## src/rtl/train_sequencer_if.sv

```systemverilog
// Stream bundle between the sequencer and its sample source, network and sinks.
// master = sequencer side, slave = environment side.
interface train_sequencer_if #(
  parameter int NI  = 4,
  parameter int NO  = 7,
  parameter int NH1 = 6,
  parameter int WV  = 8
);
  localparam int WD = $clog2(NH1) + 1 + WV;

  logic             iValid_AM_Sample;
  logic             oReady_AM_Sample;
  logic [NI*WV-1:0] iData_AM_Sample;
  logic [NO*WD-1:0] iData_AM_Teach;

  logic             oValid_BM_Input;
  logic             iReady_BM_Input;
  logic [NI*WV-1:0] oData_BM_Input;

  logic             oValid_BM_Teacher;
  logic             iReady_BM_Teacher;
  logic [NO*WD-1:0] oData_BM_Teacher;

  logic             iValid_AM_Output;
  logic             oReady_AM_Output;
  logic [NO*WD-1:0] iData_AM_Output;

  logic             oValid_BM_Result;
  logic             iReady_BM_Result;
  logic [NO*WD-1:0] oData_BM_Result;

  modport master (
    input  iValid_AM_Sample, iData_AM_Sample, iData_AM_Teach,
    output oReady_AM_Sample,
    output oValid_BM_Input, oData_BM_Input,
    input  iReady_BM_Input,
    output oValid_BM_Teacher, oData_BM_Teacher,
    input  iReady_BM_Teacher,
    input  iValid_AM_Output, iData_AM_Output,
    output oReady_AM_Output,
    output oValid_BM_Result, oData_BM_Result,
    input  iReady_BM_Result
  );

  modport slave (
    output iValid_AM_Sample, iData_AM_Sample, iData_AM_Teach,
    input  oReady_AM_Sample,
    input  oValid_BM_Input, oData_BM_Input,
    output iReady_BM_Input,
    input  oValid_BM_Teacher, oData_BM_Teacher,
    output iReady_BM_Teacher,
    output iValid_AM_Output, iData_AM_Output,
    input  oReady_AM_Output,
    input  oValid_BM_Result, oData_BM_Result,
    output iReady_BM_Result
  );
endinterface

```

## src/rtl/train_sequencer.sv

```systemverilog
// Epoch/phase controller in front of the MLP: splits sample+teacher stream,
// drives mode and learning rate, buffers teachers until the network takes them.
module train_sequencer #(
  parameter int NI       = 4,
  parameter int NO       = 7,
  parameter int NH1      = 6,
  parameter int WV       = 8,
  parameter int MAXF     = 8,
  parameter int WC       = 16,
  parameter int LR_DECAY = 3
) (
  input  logic          iCLK,
  input  logic          iRST,
  input  logic          iStart,
  input  logic          iAbort,
  input  logic [WC-1:0] iEpochs,
  input  logic [WC-1:0] iTrainSamples,
  input  logic [WC-1:0] iInferSamples,
  input  logic [WV-1:0] iLR,
  train_sequencer_if.master bus,
  output logic          oMode,
  output logic [WV-1:0] oLR,
  output logic          oBusy,
  output logic [WC-1:0] oEpoch,
  output logic          oDone
);
  localparam int WD = $clog2(NH1) + 1 + WV;
  localparam int DT = NO * WD;
  localparam int AW = $clog2(MAXF);
  localparam int FW = AW + 1;

  typedef enum logic [2:0] {
    S_IDLE, S_TRAIN, S_DRAIN_T, S_INFER, S_DRAIN_I, S_DONE
  } state_t;

  state_t state, state_nxt;

  logic [WC-1:0] epochs_q;
  logic [WC-1:0] nt_q;
  logic [WC-1:0] nv_q;
  logic [WV-1:0] lr_q;
  logic [WC-1:0] epoch_q;
  logic [WC-1:0] issued_q;
  logic [FW-1:0] inflight_q;
  logic          aborted_q;

  logic [DT-1:0] mem [MAXF];
  logic [AW-1:0] rd_ptr;
  logic [AW-1:0] wr_ptr;
  logic [FW-1:0] fcnt;

  logic          in_phase;
  logic          res_phase;
  logic [WC-1:0] count;
  logic          fifo_empty;
  logic          fifo_full;
  logic          issue_ok;
  logic          hs_in;
  logic          hs_out;
  logic          dec;
  logic          push;
  logic          pop;
  logic          drained;
  logic          last_epoch;
  logic [WV-1:0] lr_dec;
  logic [WV-1:0] lr_next;

  always_comb begin
    in_phase   = (state == S_TRAIN) || (state == S_INFER);
    res_phase  = (state == S_INFER) || (state == S_DRAIN_I);
    count      = (state == S_TRAIN) ? nt_q : nv_q;
    fifo_empty = (fcnt == '0);
    fifo_full  = (fcnt == FW'(MAXF));
    // Gate depends on registered state only, never on the source valid
    issue_ok   = in_phase && (issued_q < count)
              && (inflight_q < FW'(MAXF))
              && ((state == S_INFER) || !fifo_full);
    hs_in      = bus.iValid_AM_Sample && bus.iReady_BM_Input && issue_ok;
    push       = hs_in && (state == S_TRAIN);
    pop        = !fifo_empty && bus.iReady_BM_Teacher;
    drained    = (inflight_q == '0) && fifo_empty;
    last_epoch = (epoch_q + WC'(1)) == epochs_q;
    lr_dec     = lr_q - (lr_q >> LR_DECAY);
    lr_next    = (lr_dec == '0) ? WV'(1) : lr_dec;
  end

  always_comb begin
    bus.oValid_BM_Input   = bus.iValid_AM_Sample && issue_ok;
    bus.oReady_AM_Sample  = bus.iReady_BM_Input && issue_ok;
    bus.oData_BM_Input    = bus.iData_AM_Sample;
    bus.oValid_BM_Teacher = !fifo_empty;
    bus.oData_BM_Teacher  = mem[rd_ptr];
    bus.oValid_BM_Result  = res_phase && bus.iValid_AM_Output;
    bus.oReady_AM_Output  = res_phase ? bus.iReady_BM_Result : 1'b1;
    bus.oData_BM_Result   = bus.iData_AM_Output;
    hs_out = bus.iValid_AM_Output && bus.oReady_AM_Output;
    dec    = hs_out && (inflight_q != '0);
  end

  always_ff @(posedge iCLK or posedge iRST) begin
    if (iRST) state <= S_IDLE;
    else      state <= state_nxt;
  end

  always_comb begin
    state_nxt = state;
    unique case (state)
      S_IDLE: begin
        if (iStart)
          state_nxt = (iEpochs == '0) ? S_DONE : S_TRAIN;
      end
      S_TRAIN: begin
        if (iAbort || issued_q == nt_q)
          state_nxt = S_DRAIN_T;
      end
      S_DRAIN_T: begin
        if (drained)
          state_nxt = aborted_q ? S_DONE : S_INFER;
      end
      S_INFER: begin
        if (iAbort || issued_q == nv_q)
          state_nxt = S_DRAIN_I;
      end
      S_DRAIN_I: begin
        if (drained)
          state_nxt = (aborted_q || last_epoch) ? S_DONE : S_TRAIN;
      end
      S_DONE:  state_nxt = S_IDLE;
      default: state_nxt = S_IDLE;
    endcase
  end

  always_comb begin
    oMode = (state == S_TRAIN) || (state == S_DRAIN_T);
    oBusy = (state != S_IDLE);
    oDone = (state == S_DONE);
    oLR    = lr_q;
    oEpoch = epoch_q;
  end

  always_ff @(posedge iCLK or posedge iRST) begin
    if (iRST) begin
      epochs_q  <= '0;
      nt_q      <= '0;
      nv_q      <= '0;
      lr_q      <= '0;
      epoch_q   <= '0;
      aborted_q <= 1'b0;
    end else begin
      if (state == S_IDLE && iStart) begin
        epochs_q  <= iEpochs;
        nt_q      <= iTrainSamples;
        nv_q      <= iInferSamples;
        lr_q      <= iLR;
        epoch_q   <= '0;
        aborted_q <= 1'b0;
      end
      if (in_phase && iAbort)
        aborted_q <= 1'b1;
      // An epoch completes only at a clean end of inference drain
      if (state == S_DRAIN_I && drained && !aborted_q) begin
        epoch_q <= epoch_q + WC'(1);
        if (!last_epoch)
          lr_q <= lr_next;
      end
    end
  end

  always_ff @(posedge iCLK or posedge iRST) begin
    if (iRST) begin
      issued_q   <= '0;
      inflight_q <= '0;
    end else begin
      issued_q <= in_phase ? issued_q + WC'(hs_in) : '0;
      unique case ({hs_in, dec})
        2'b10:   inflight_q <= inflight_q + FW'(1);
        2'b01:   inflight_q <= inflight_q - FW'(1);
        default: inflight_q <= inflight_q;
      endcase
    end
  end

  always_ff @(posedge iCLK or posedge iRST) begin
    if (iRST) begin
      rd_ptr <= '0;
      wr_ptr <= '0;
      fcnt   <= '0;
    end else begin
      if (push) wr_ptr <= wr_ptr + AW'(1);
      if (pop)  rd_ptr <= rd_ptr + AW'(1);
      unique case ({push, pop})
        2'b10:   fcnt <= fcnt + FW'(1);
        2'b01:   fcnt <= fcnt - FW'(1);
        default: fcnt <= fcnt;
      endcase
    end
  end

  always_ff @(posedge iCLK) begin
    if (push) mem[wr_ptr] <= bus.iData_AM_Teach;
  end

endmodule

```

## src/flat_wrapper.sv

```systemverilog
// flat-port wrapper written by rule: the top's interface ports become plain ports
module train_sequencer_flat 
#(
  parameter int NI       = 4,
  parameter int NO       = 7,
  parameter int NH1      = 6,
  parameter int WV       = 8,
  parameter int MAXF     = 8,
  parameter int WC       = 16,
  parameter int LR_DECAY = 3
)
  (iCLK, iRST, iStart, iAbort, iEpochs, iTrainSamples, iInferSamples, iLR, oMode, oLR, oBusy, oEpoch, oDone, bus_iValid_AM_Sample, bus_iData_AM_Sample, bus_iData_AM_Teach, bus_oReady_AM_Sample, bus_oValid_BM_Input, bus_oData_BM_Input, bus_iReady_BM_Input, bus_oValid_BM_Teacher, bus_oData_BM_Teacher, bus_iReady_BM_Teacher, bus_iValid_AM_Output, bus_iData_AM_Output, bus_oReady_AM_Output, bus_oValid_BM_Result, bus_oData_BM_Result, bus_iReady_BM_Result);
  train_sequencer_if #(.NI(NI), .NO(NO), .NH1(NH1), .WV(WV)) bus_i ();
  input  logic iCLK;
  input  logic iRST;
  input  logic iStart;
  input  logic iAbort;
  input  logic [WC-1:0] iEpochs;
  input  logic [WC-1:0] iTrainSamples;
  input  logic [WC-1:0] iInferSamples;
  input  logic [WV-1:0] iLR;
  output logic oMode;
  output logic [WV-1:0] oLR;
  output logic oBusy;
  output logic [WC-1:0] oEpoch;
  output logic oDone;
  input wire logic [$bits(bus_i.iValid_AM_Sample)-1:0] bus_iValid_AM_Sample;
  input wire logic [$bits(bus_i.iData_AM_Sample)-1:0] bus_iData_AM_Sample;
  input wire logic [$bits(bus_i.iData_AM_Teach)-1:0] bus_iData_AM_Teach;
  output wire logic [$bits(bus_i.oReady_AM_Sample)-1:0] bus_oReady_AM_Sample;
  output wire logic [$bits(bus_i.oValid_BM_Input)-1:0] bus_oValid_BM_Input;
  output wire logic [$bits(bus_i.oData_BM_Input)-1:0] bus_oData_BM_Input;
  input wire logic [$bits(bus_i.iReady_BM_Input)-1:0] bus_iReady_BM_Input;
  output wire logic [$bits(bus_i.oValid_BM_Teacher)-1:0] bus_oValid_BM_Teacher;
  output wire logic [$bits(bus_i.oData_BM_Teacher)-1:0] bus_oData_BM_Teacher;
  input wire logic [$bits(bus_i.iReady_BM_Teacher)-1:0] bus_iReady_BM_Teacher;
  input wire logic [$bits(bus_i.iValid_AM_Output)-1:0] bus_iValid_AM_Output;
  input wire logic [$bits(bus_i.iData_AM_Output)-1:0] bus_iData_AM_Output;
  output wire logic [$bits(bus_i.oReady_AM_Output)-1:0] bus_oReady_AM_Output;
  output wire logic [$bits(bus_i.oValid_BM_Result)-1:0] bus_oValid_BM_Result;
  output wire logic [$bits(bus_i.oData_BM_Result)-1:0] bus_oData_BM_Result;
  input wire logic [$bits(bus_i.iReady_BM_Result)-1:0] bus_iReady_BM_Result;
  assign bus_i.iValid_AM_Sample = bus_iValid_AM_Sample;
  assign bus_i.iData_AM_Sample = bus_iData_AM_Sample;
  assign bus_i.iData_AM_Teach = bus_iData_AM_Teach;
  assign bus_oReady_AM_Sample = bus_i.oReady_AM_Sample;
  assign bus_oValid_BM_Input = bus_i.oValid_BM_Input;
  assign bus_oData_BM_Input = bus_i.oData_BM_Input;
  assign bus_i.iReady_BM_Input = bus_iReady_BM_Input;
  assign bus_oValid_BM_Teacher = bus_i.oValid_BM_Teacher;
  assign bus_oData_BM_Teacher = bus_i.oData_BM_Teacher;
  assign bus_i.iReady_BM_Teacher = bus_iReady_BM_Teacher;
  assign bus_i.iValid_AM_Output = bus_iValid_AM_Output;
  assign bus_i.iData_AM_Output = bus_iData_AM_Output;
  assign bus_oReady_AM_Output = bus_i.oReady_AM_Output;
  assign bus_oValid_BM_Result = bus_i.oValid_BM_Result;
  assign bus_oData_BM_Result = bus_i.oData_BM_Result;
  assign bus_i.iReady_BM_Result = bus_iReady_BM_Result;
  train_sequencer #(.NI(NI), .NO(NO), .NH1(NH1), .WV(WV), .MAXF(MAXF), .WC(WC), .LR_DECAY(LR_DECAY)) u_core (.iCLK(iCLK), .iRST(iRST), .iStart(iStart), .iAbort(iAbort), .iEpochs(iEpochs), .iTrainSamples(iTrainSamples), .iInferSamples(iInferSamples), .iLR(iLR), .bus(bus_i), .oMode(oMode), .oLR(oLR), .oBusy(oBusy), .oEpoch(oEpoch), .oDone(oDone));
endmodule
```

## config.mk

```make
export PLATFORM = sky130hd
export DESIGN_NAME = train_sequencer_flat
export DESIGN_NICKNAME = d
export VERILOG_FILES = /design/src/rtl/train_sequencer_if.sv /design/src/rtl/train_sequencer.sv /design/src/flat_wrapper.sv
export SDC_FILE = /design/constraint.sdc
export NUM_CORES = 1
export LEC_CHECK = 0
export BUFFER_PORTS_ARGS = -buffer_cell sky130_fd_sc_hd__buf_2
export CAP_MARGIN = 20
export CORE_MARGIN = 2
export CORE_UTILIZATION = 55
export CTS_BUF_LIST = sky130_fd_sc_hd__clkbuf_16
export CTS_CLUSTER_DIAMETER = 60
export DETAILED_ROUTE_END_ITERATION = 10
export GPL_TIMING_DRIVEN = 0
export PLACE_DENSITY = 0.74
export SLEW_MARGIN = 15
export SYNTH_ARGS = -nofsm -noshare
export SYNTH_HDL_FRONTEND = slang
export SYNTH_SLANG_ARGS = --single-unit
```

## constraint.sdc

```tcl
create_clock -name iCLK -period 37.6 [get_ports iCLK]
set_input_delay 0 -clock iCLK [delete_from_list [all_inputs] [get_ports iCLK]]
set_output_delay 0 -clock iCLK [all_outputs]
set_load 0.005 [all_outputs]
```

## Yosys cells after proc, flatten, opt, wreduce, memory -nomap -nowiden

Memory sizes are Yosys's and may differ from the RTL's.
Index checks and enable logic that the tools add are counted.

| storage, ports and cells | value |
|---|---|
| bits in registers | 106 |
| latch bits | 0 |
| bits in writable memories | 672 |
| memory bits (read-only) | 0 |
| input bits | 265 |
| output and inout bits | 232 |
| logic and storage cells | 105 |
| memories | 1 |

| cells by class | value |
|---|---|
| $add $sub $neg | 9 |
| multiply operators | 0 |
| div/mod/pow operators | 0 |
| $lt $le $gt $ge | 2 |
| eq/ne operators | 18 |
| shift-type cells | 0 |
| muxes and demuxes | 24 |
| bitwise gates (word level) | 0 |
| reductions and logical operators | 39 |

Memory list:

| memory | words | width | read ports | clocked after memory_dff | write ports | line | text |
|---|---|---|---|---|---|---|---|
| u_core.mem | 8 | 84 | 1 | 0 | 1 | train_sequencer.sv:47 | `logic [DT-1:0] mem [MAXF];` |

Operators with widths:

| kind | number |
|---|---|
| $mux W16 | 4 |
| $eq A16 B16 Y1 | 3 |
| $mux W8 | 4 |
| $mux W3 | 8 |
| $logic_and A1 B1 Y1 | 17 |
| $add A16 B1 Y16 | 1 |
| $add A16 B1 Y16 const B | 1 |
| $logic_not A16 Y1 | 1 |
| $lt A16 B16 Y1 | 1 |
| $pmux W4 S2 | 2 |
| $pmux W3 S5 | 1 |
| $add A4 B1 Y4 const B | 2 |
| $logic_not A4 Y1 | 2 |
| $logic_not A8 Y1 | 1 |
| $reduce_bool A2 Y1 | 4 |
| $sub A4 B1 Y4 const B | 2 |
| $sub A8 B5 Y8 | 1 |
| $logic_or A1 B1 Y1 | 7 |
| $add A3 B1 Y3 const B | 2 |
| $eq A3 B2 Y1 const B | 2 |
| $eq A3 B3 Y1 const B | 2 |
| $ne A2 B2 Y1 const B | 3 |
| $mux W1 | 5 |
| $reduce_and A5 Y1 | 1 |
| 10 further kinds | 15 |

## Logic depth before layout (Yosys ltp)

Gate-level depths: netlist of run 1.

| logic depth | value |
|---|---|
| depth after elaboration | 10 |
| depth in mapped cells | 19 |
| mapped depth without buffers | 17 |

## Worst setup path before layout of run 1

OpenSTA, ideal clock, no wires.

| path | value |
|---|---|
| kind | reg-to-reg |
| start point | register u_core.state[1] |
| end point | memory u_core.mem[1][0] (netlist name), enable pin |
| setup time | 0.764 ns |
| arrival time | 11.326 ns |
| required time | 36.836 ns |
| path slack | 25.510 ns |
| cell stages (with the launch flop) | 14 |
| path buffers | 4 |
| period minus slack after synthesis | 12.090 ns |
| path through | dfrtp_1 -> clkbuf_1 -> nor3b_1 -> buf_4 -> buf_1 -> mux2i_1 -> ha_1 -> a21o_1 -> a21o_1 -> a21oi_1 -> o211a_1 -> nand3_1 -> buf_2 -> nor4b_1 |

| on the way | value |
|---|---|
| word-level cells in the longest chain between the ends | 10 |
| elaborated cells between the ends (all ways) | 13 |
| classes of those cells | 1 x order compare; 2 x eq/ne; 3 x mux; 7 x reduce/logical |

RTL lines:

| item | line | text |
|---|---|---|
| start, declared | train_sequencer.sv:36 | `state_t state, state_nxt;` |
| start signal, assigned | train_sequencer.sv:102 | `else state <= state_nxt;` |
| $eq A3 B1 Y1 | train_sequencer.sv:69, train_sequencer.sv:71, train_sequencer.sv:79 |  |
| $mux W16 | train_sequencer.sv:71 | `count = (state == S_TRAIN) ? nt_q : nv_q;` |
| $lt A16 B16 Y1 | train_sequencer.sv:75 | `issue_ok = in_phase && (issued_q < count)` |
| $logic_and A1 B1 Y1 | train_sequencer.sv:75 |  |
| $logic_and A1 B1 Y1 | train_sequencer.sv:76 | `&& (inflight_q < FW'(MAXF))` |
| $logic_and A1 B1 Y1 | train_sequencer.sv:77 | `&& ((state == S_INFER) \|\| !fifo_full);` |
| $logic_and A1 B1 Y1 | train_sequencer.sv:78 | `hs_in = bus.iValid_AM_Sample && bus.iReady_BM_Input && issue_ok;` |
| $logic_and A1 B1 Y1 (*) | train_sequencer.sv:79 | `push = hs_in && (state == S_TRAIN);` |
| $mux W1 (*) | train_sequencer.sv:200 | `if (push) mem[wr_ptr] <= bus.iData_AM_Teach;` |
| $mux W1 (not written as such) (*) | train_sequencer.sv:200 |  |
| end, declared | train_sequencer.sv:47 |  |

Mark *: on every way between the ends. The rest lies on a longest branch, timed or not.

## Final worst setup path of run 1

| path | value |
|---|---|
| start point | register u_core.state[1] |
| end point | memory u_core.mem[0][73] (netlist name), enable pin |

The elaborated chain is that of the path after synthesis.

==> impl_results.md, run 1 <==
- Row cnt: 89
- NumNets Final: 2,828
- DP Cell Count: 3,073
- CTS tree: yes
- Clock skew: 0.0388 ns
- Via Count: 19.0k
- Post-CTS sizing: 0
- Adder-cell area share of the yosys netlist: roughly 1.3%
- Rel. slew slack: 30.3%
- DR pass1 iterations: 5
- Hold buffers post-CTS: 149
- Global-route wire length before repair: approximately 110,000 um
- Most frequent cells in the layout: 672 x edfxtp_1, 425 x buf_2, 175 x nand2_1
- Total gr overflow: 0
- Total GRT Usage: 25.1%
- Fillers: 3,770
- Synth Cell Area: 0.0326 mm2
- DP HPWL: between 50,000 and 60,000 um
- Initial antenna violation count: 7
- Leak Pwr: about 15 nW
- Post-synthesis sequential area ratio: approximately 70%
- Mux cell area share after synthesis: 15.4%
- Setup crit end kind: register
- Mapped Cells: 1,828
- R2R Path End: u_core.mem[0][73]$_DFFE_PP_
- Depth of the CTS H-tree: 3
- Drt initial violations: 1,570
- Synth unique cells: 60
- Clock Latency Late Sink: 0.64 ns
- Crit start category: register
- Vias in the first global route: 19.4k
- Hold path start: bus_iValid_AM_Output
- Post-route setup slack: 32.05 ns
- Die width: 247 um
- Postcts setup bufs: 0
- Simple-gate share of the synthesized area: 5.07%
- Status: completed
- Synth Flop Type: edfxtp_1
- Fmax: 180 MHz
- RSZ-0062 raised after global routing: no
- Synth Area in XOR/XNOR: 2.34%
- GPL Wtd Cong: 0.885
- Fin. Hold Viols: 0
- #FFs+latches synth: 778
- Ys async rst share: 13.6%
- Initial core utilization: 55.4%
- Commonest non-fill, non-tap cell in the layout: edfxtp_1
- Worst-path clk slew: 0.06 ns
- Crit path time final: 5.55 ns
- Die Ht: 247 um
- DP Worst Slack: 32.10 ns
- Worst EP required: 37.92 ns
- Slew @ Worst Pin: around 1.0 ns
- # Max-Cap Violations: 0
- Hold Slack: 0.105 ns
- Share of cells above drive strength 1: 38.8%
- Num ports: just under 500
- Max Slew Vio Count: 0
- Synth Net Count: 2,125
- Final setup fails: 0
- Setup CP Type: reg -> reg
- Area Growth Syn to Fin: 24.4%
- EDFF count, synth: roughly 670
- Worst reg2reg setup slack: 32.05 ns
- Final Non-Filler Cells: 3,374
- Pwr/cell area: 64.9 mW/mm2
- Number of synthesis warnings: 0
- Drc violations: 0
- Min-Delay Endpoint: u_core.inflight_q[0]$_DFFE_PP0P_
- WP data arrival: 5.87 ns
- Worst hold path type: in -> reg
- Largest net degree at the start of global routing: 86
- Die area: 0.0612 mm2
- Worst-path maximum fanout: 11
- IO Port Bufs: 380
- Setup TNS: 0 ns
- Compound-Gate Fraction of Synth Area: 1.83%
- Worst r2r src: u_core.state[1]$_DFFE_PP0P_
- Drt total wl: roughly 77,000 um
- Clock sink count: between 700 and 800
- Final ANT Viol Nets: 0
- Hold Path Depth: 4
- Worst Reg-to-Reg Cells: 18
- Worst IR Drop VDD: 48.3 uV
- Clock Tree Buf Depth: 3
- Num CTS Buffers: 80
- Syn avg cell area: ~18 um2
- Core area: 0.0588 mm2
- WL/cell: between 20 and 25 um
- Clock root buffer: clkbuf_16
- Drt via density: 5.62
- Main combinational cell family by area after synthesis: multiplexers
- Period utilisation layout: 14.8%
[per-stage QoR]
step,utilization [%],power [mW],area [um2]
after floorplan,-,1.56,32600
after global placement,60.3,1.82,35400
after detailed placement,61.8,1.84,36300
after CTS,68.9,2.65,40500
after global routing,68.9,2.75,40500
final,68.9,2.63,40500
[worst max-delay path: stages, from the launching register on]
cell,delay (ns)
dfrtp_1,0.35
clkbuf_1,0.19
nor3b_1,0.22
buf_4,0.23
buf_1,0.59
mux2i_1,0.27
ha_1,0.27
a21o_1,0.17
a21o_1,0.18
a21oi_1,0.16
o211a_1,0.23
nand3_1,0.12
buf_2,0.25
nor4_2,0.81
buf_2,0.38
buf_2,0.25
buf_6,0.16
buf_4,0.17
buf_2,0.22
[registers in the layout, indices dropped and copies added, names as in the netlist]
| name | count |
|---|---|
| u_core.state | 3 |
| u_core.rd_ptr | 3 |
| u_core.oLR | 8 |
| u_core.mem | 672 |
| u_core.issued_q | 16 |
| u_core.wr_ptr | 3 |
| u_core.fcnt | 4 |
| u_core.nv_q | 16 |
| u_core.nt_q | 16 |
| u_core.oEpoch | 16 |
| u_core.inflight_q | 4 |
| u_core.aborted_q | 1 |
| u_core.epochs_q | 16 |
[routing by layer]
layer	wire, um	track usage, %	vias up
li1	-	-	8418
met1	31200	34.1	9695
met2	38500	42.0	725
met3	5530	5.32	109
met4	1370	5.90	8
met5	49	0	-
[where the power goes]
part / leakage, nW / switching (mW) / internal, mW
Sequential: 7.40 / 0.0428 / 0.981
Combinational: 6.58 / 0.404 / 0.401
Clock: 1.37 / 0.334 / 0.466
Total: 15.3 / 0.782 / 1.85
[cells by family after synthesis]
| group | Yosys count |
|---|---|
| buffers and inverters | 220 |
| DFF | 778 |
| and+or+nand+nor | 338 |
| xor gates and xnor gates | 87 |
| adders and majority gates | 32 |
| AOI/OAI and AO/OA | 92 |
| muxes | 281 |
[synthesized netlist by cell type, types with 4 or more instances]
master | count | area, um2
nor2_1 | 38 | 143
mux2_2 | 88 | 991
edfxtp_1 | 672 | 20200
o21ai_0 | 34 | 170
a21oi_1 | 16 | 80.1
a21o_1 | 8 | 60.1
buf_2 | 15 | 75.1
nor3_1 | 13 | 65.1
mux4_2 | 168 | 3780
nor4_1 | 22 | 138
nand2_1 | 175 | 657
ha_1 | 31 | 388
inv_1 | 14 | 52.6
dfrtp_1 | 106 | 2650
or3_1 | 6 | 37.5
a211oi_1 | 5 | 37.5
nand2b_1 | 5 | 31.3
xor2_1 | 53 | 464
nand4_1 | 16 | 100
buf_4 | 120 | 901
and3_1 | 9 | 56.3
clkbuf_1 | 58 | 218
a31oi_1 | 5 | 31.3
buf_1 | 12 | 45.0
nand3b_1 | 4 | 30.0
o31ai_1 | 5 | 37.5
xnor2_1 | 34 | 298
mux2i_1 | 25 | 250
and2_1 | 8 | 50.1
nand3_1 | 18 | 90.1
[cell type report]
cell class / count / area (um2) / share of cell area [%]
diodes: 3 / 7.51 / 0.0185
multi-input cells: 830 / 8490 / 21.0
clock buffers: 81 / 2030 / 5.00
flip-flops and latches: 778 / 22800 / 56.3
well taps: 773 / 967 / 2.39
clock inverters: 68 / 676 / 1.67
repair buffers: 621 / 4220 / 10.4
plain buffers: 206 / 1250 / 3.08
inverters: 14 / 57.6 / 0.142
[worst max path at each step]
stage                                start                           to  slack (ns)  depth (start not counted)
2_1_floorplan  u_core.state[1]$_DFFE_PP0P_   u_core.mem[1][0]$_DFFE_PP_       25.51                         13
3_3_place_gp   u_core.state[1]$_DFFE_PP0P_  u_core.mem[4][61]$_DFFE_PP_       16.25                         13
3_5_place_dp   u_core.state[1]$_DFFE_PP0P_  u_core.mem[0][70]$_DFFE_PP_       32.10                         18
4_1_cts        u_core.state[1]$_DFFE_PP0P_  u_core.mem[0][73]$_DFFE_PP_       32.04                         18
5_1_grt        u_core.state[1]$_DFFE_PP0P_  u_core.mem[0][73]$_DFFE_PP_       31.66                         18
6_report       u_core.state[1]$_DFFE_PP0P_  u_core.mem[0][73]$_DFFE_PP_       32.05                         18
(Power assumes the default switching activity.)
==> run 2, diff against run 1 <==
--- a/config.mk
+++ b/config.mk
@@ -5,15 +5,16 @@
 export SDC_FILE = /design/constraint.sdc
 export NUM_CORES = 1
 export LEC_CHECK = 0
+export ABC_AREA = 1
 export BUFFER_PORTS_ARGS = -buffer_cell sky130_fd_sc_hd__buf_2
 export CAP_MARGIN = 20
 export CORE_MARGIN = 2
-export CORE_UTILIZATION = 55
+export CORE_UTILIZATION = 52
 export CTS_BUF_LIST = sky130_fd_sc_hd__clkbuf_16
 export CTS_CLUSTER_DIAMETER = 60
 export DETAILED_ROUTE_END_ITERATION = 10
 export GPL_TIMING_DRIVEN = 0
-export PLACE_DENSITY = 0.74
+export PLACE_DENSITY = 0.73
 export SLEW_MARGIN = 15
 export SYNTH_ARGS = -nofsm -noshare
 export SYNTH_HDL_FRONTEND = slang
==> constraint.sdc (replaced) <==
create_clock -name iCLK -period 4.5 [get_ports iCLK]
set_input_delay 0 -clock iCLK [delete_from_list [all_inputs] [get_ports iCLK]]
set_output_delay 0 -clock iCLK [all_outputs]
set_load 0.005 [all_outputs]
==> impl_results.md, run 2 <==
- Status: completed
- Setup TNS: 0 ns (unchanged)
- Slew @ Worst Pin: 1.13 ns (+0.0936 ns)
- Hold path start: bus_iReady_BM_Result
- Sw Ratio: 37.4% (+7.7 points)
- Global-route wire length before repair: 137,000 um (+20%)
- Clock Tree Buf Depth: 3 (unchanged)
- DP Worst Slack: 0.270 ns (-31.83 ns)
- Via Count: 25.1k (+32%)
- Crit path time final: 4.21 ns (-1.34 ns)
- Clock Latency Late Sink: 0.65 ns (about the same)
- WL/cell: 20.2 um (-11%)
- Pint: 15.0 mW (+710%)
- Psw: 8.93 mW (+1000%)
- M3 GR Usage: 4.87% (-0.45 points)
- NumNets Final: 3,895 (+38%)
- Fillers: 4,609 (+22%)
- Pwr/cell area: 577 mW/mm2 (+790%)
- Clock network power share: 28.1% (-2.3 points)
- Core area: 0.0632 mm2 (+7.5%)
- Rel. slew slack: 24.6% (-5.7 points)
- Commonest non-fill, non-tap cell in the layout: edfxtp_1
- DP Cell Count: 4,213 (+37%)
- Worst hold path type: in -> reg
- Max reg flops: 672 (unchanged)
- Total gr overflow: 0 (unchanged)
- Num ports: 497 (unchanged)
- Drt initial violations: 2,770 (+76%)
- Most Used Layer, Global Route: met2
- Ys async rst share: 13.6% (unchanged)
- Share of cells above drive strength 1: 19.8% (-19 points)
- WP data arrival: 4.56 ns (-1.31 ns)
- Min-Delay Endpoint: u_core.inflight_q[0]$_DFFE_PP0P_
- Worst Reg-to-Reg Cells: 16 (-2)
- Top-area cell type share of the netlist area: 60.5% (-1.4 points)
- Synth Cell Area: 0.0333 mm2 (+2.4%)
- Worst EP required: 4.84 ns (-33.08 ns)
- Final setup fails: 0 (unchanged)
- Hold Slack: 0.0245 ns (-0.0806 ns)
- Worst r2r src: u_core.state[2]$_DFFE_PP0P_
- Met2 Use GR: 44.0% (+2.0 points)
- Die area: 0.0662 mm2 (+8.1%)
- Drt total wl: 91,100 um (+19%)
- Initial antenna violation count: 9 (+2)
- Total GRT Usage: 26.9% (+1.9 points)
- Clock skew: 0.0459 ns (+0.00709 ns)
- Period utilisation layout: 93.6% (+79 points)
- # Max-Cap Violations: 0 (unchanged)
- Synth unique cells: 46 (-23%)
- Synth top cells by count: 672 x edfxtp_1, 648 x nor2_1, 392 x o21ai_0
- Row cnt: 92 (+3.4%)
- EDFF count, synth: 672 (unchanged)
- Depth of the CTS H-tree: 3 (unchanged)
- #FFs+latches synth: 778 (unchanged)
- Clock sink count: 778 (unchanged)
- Met1 global-route usage: 36.5% (+2.4 points)
- Drc violations: 0 (unchanged)
- Most frequent cell after synthesis: edfxtp_1
- Util after Layout: 65.4% (-3.5 points)
- Syn avg cell area: 11.3 um2 (-37%)
- Post-route setup slack: 0.287 ns (-31.76 ns)
- Hold Path Depth: 5 (+1)
- Largest net degree at the start of global routing: 58 (-33%)
- Finished Cell Area: 0.0414 mm2 (+2.0%)
- Post-DP Area: 0.0372 mm2 (+2.3%)
- Crit start category: register
- Clock root buffer: clkbuf_16
- Postcts setup bufs: 0 (unchanged)
- Synth area leaders: edfxtp_1 61%, dfrtp_1 8.0%, nor2_1 7.3%, o21ai_0 5.9%, nand2_1 3.5%
- DR pass1 iterations: 6 (+1)
- Fmax: 237 MHz (+32%)
- Fin. Hold Viols: 0 (unchanged)
- Setup CP Type: reg -> reg
- Final Non-Filler Cells: 4,515 (+34%)
- Worst reg2reg setup slack: 0.29 ns (-31.76 ns)
- Sequential Power Share: 35.6% (-3.3 points)
- Die Ht: 257 um (+4.0%)
- IO Port Bufs: 380 (unchanged)
- Leak Pwr: 15.8 nW (+3.0%)
- Worst-path maximum fanout: 15 (+4)
- Worst IR Drop VDD: 392 uV (+710%)
- Post-synthesis sequential area ratio: 68.5% (-1.6 points)
- Worst-path clk slew: 0.06 ns (about the same)
- Drt via density: 5.56 (-1.1%)
- Initial core utilization: 52.8% (-2.6 points)
- Synth Flop Type: edfxtp_1
- DP HPWL: 61,300 um (+17%)
- Vias in the first global route: 24.2k (+25%)
- Largest Register: u_core.mem
- Max Slew Vio Count: 0 (unchanged)
- Num CTS Buffers: 82 (+2.5%)
- Synth Net Count: 3,244 (+53%)
- Most frequent cells in the layout: 672 x edfxtp_1, 644 x nor2_1, 399 x buf_2
- CTS tree: yes
- Number of synthesis warnings: 0 (unchanged)
- Area Growth Syn to Fin: 24.0%
- Die width: 257 um (+4.0%)
- Tot Pwr: 23.9 mW (+810%)
- Leading area contributor after synthesis: edfxtp_1
- GPL Wtd Cong: 0.897 (+1.4%)
- Combinational Power Share: 36.4% (+5.8 points)
- Final ANT Viol Nets: 0 (unchanged)
- RSZ-0062 raised after global routing: no
- Mapped Cells: 2,947 (+61%)
- Setup crit end kind: register
- R2R Path End: u_core.mem[5][0]$_DFFE_PP_
## run 2: changes by cell type in the layout (fill, tap and decap cells not counted), moves of 26 or more
cell	previous run	this run
o21ai_0	34	391
mux4_2	168	0
a31oi_1	5	84
clkbuf_1	58	106
o22ai_1	1	92
mux2_2	88	0
inv_1	26	119
nand3_1	18	59
buf_2	425	399
buf_4	153	116
xor2_1	53	11
nor2_1	36	644
nand2_1	175	311
## run 2: cell type report
| cell class | instances | area [um2] | area share, % |
|---|---|---|---|
| Antenna cell | 6 | 15.0 | 0.0363 |
| Sequential cell | 778 | 22800 | 55.2 |
| Clock buffer | 83 | 2080 | 5.02 |
| Clock inverter | 66 | 634 | 1.53 |
| Inverter | 114 | 433 | 1.05 |
| Tap cell | 846 | 1060 | 2.56 |
| Multi-Input combinational cell | 1791 | 8720 | 21.1 |
| Timing Repair Buffer | 567 | 4130 | 9.98 |
| Buffer | 264 | 1460 | 3.53 |
## run 2: what timing repair did
item / CTS / global route
endpoints found under the setup margin: 0 / 16
hold buffers: 147 / 0
gates resized for setup: 0 / 2
hold endpoints to repair: 841 / 0
## run 2: how the worst max path moves through the flow
stage	startpoint	slack, ns	cells after the start	endpoint
floorplan	u_core.state[2]$_DFFE_PP0P_	-0.33	14	u_core.mem[0][0]$_DFFE_PP_
CTS	u_core.state[2]$_DFFE_PP0P_	0.27	16	u_core.mem[5][0]$_DFFE_PP_
finish	u_core.state[2]$_DFFE_PP0P_	0.29	16	u_core.mem[5][0]$_DFFE_PP_
global placement	u_core.state[2]$_DFFE_PP0P_	-2.48	14	u_core.mem[4][78]$_DFFE_PP_
detailed placement	u_core.state[2]$_DFFE_PP0P_	0.27	16	u_core.mem[5][78]$_DFFE_PP_
global route	u_core.state[2]$_DFFE_PP0P_	0.08	24	u_core.issued_q[12]$_DFF_PP0_
## run 2: cell families (layout without fill, tap and decap cells)
family | after synthesis | in the layout | synth area share (%)
xor+xnor | 37 | 37 | 0.972
flops | 778 | 778 | 68.5
mux | 7 | 7 | 0.210
buf+inv | 378 | 1094 | 5.63
compound gates | 618 | 618 | 10.1
other cells | 0 | 6 | 0
fa+ha+maj | 32 | 32 | 1.22
simple gates | 1097 | 1097 | 13.4
## run 2: worst max-delay path, stage by stage, from the launching register on
cell and delay, ns:
dfrtp_1 0.41, inv_2 0.14, nand3_4 0.17, buf_6 0.20
mux2i_1 0.12, ha_1 0.31, a21oi_1 0.12, o21ai_1 0.08
nand3_1 0.07, a21oi_1 0.08, nor3b_2 0.30, nand4_4 0.30
nor3_4 0.79, buf_16 0.23, buf_8 0.20, buf_8 0.20
buf_16 0.17
## run 2: power by group through the flow
stage,logic [mW],registers (mW),clock network (mW)
after floorplan,5.10,8.55,0
after CTS,8.57,8.49,6.73
final,8.68,8.50,6.70
after global placement,8.25,8.63,0
after global routing,9.53,8.54,7.04
after detailed placement,8.41,8.63,0
## run 2: metal layers
layer	vias up	part of all wire, %	routed length, um
met4	10	3.0	2750
met5	-	0.056	51
met3	183	9.1	8320
met2	1299	48	43500
li1	11600	-	-
met1	12000	40	36500
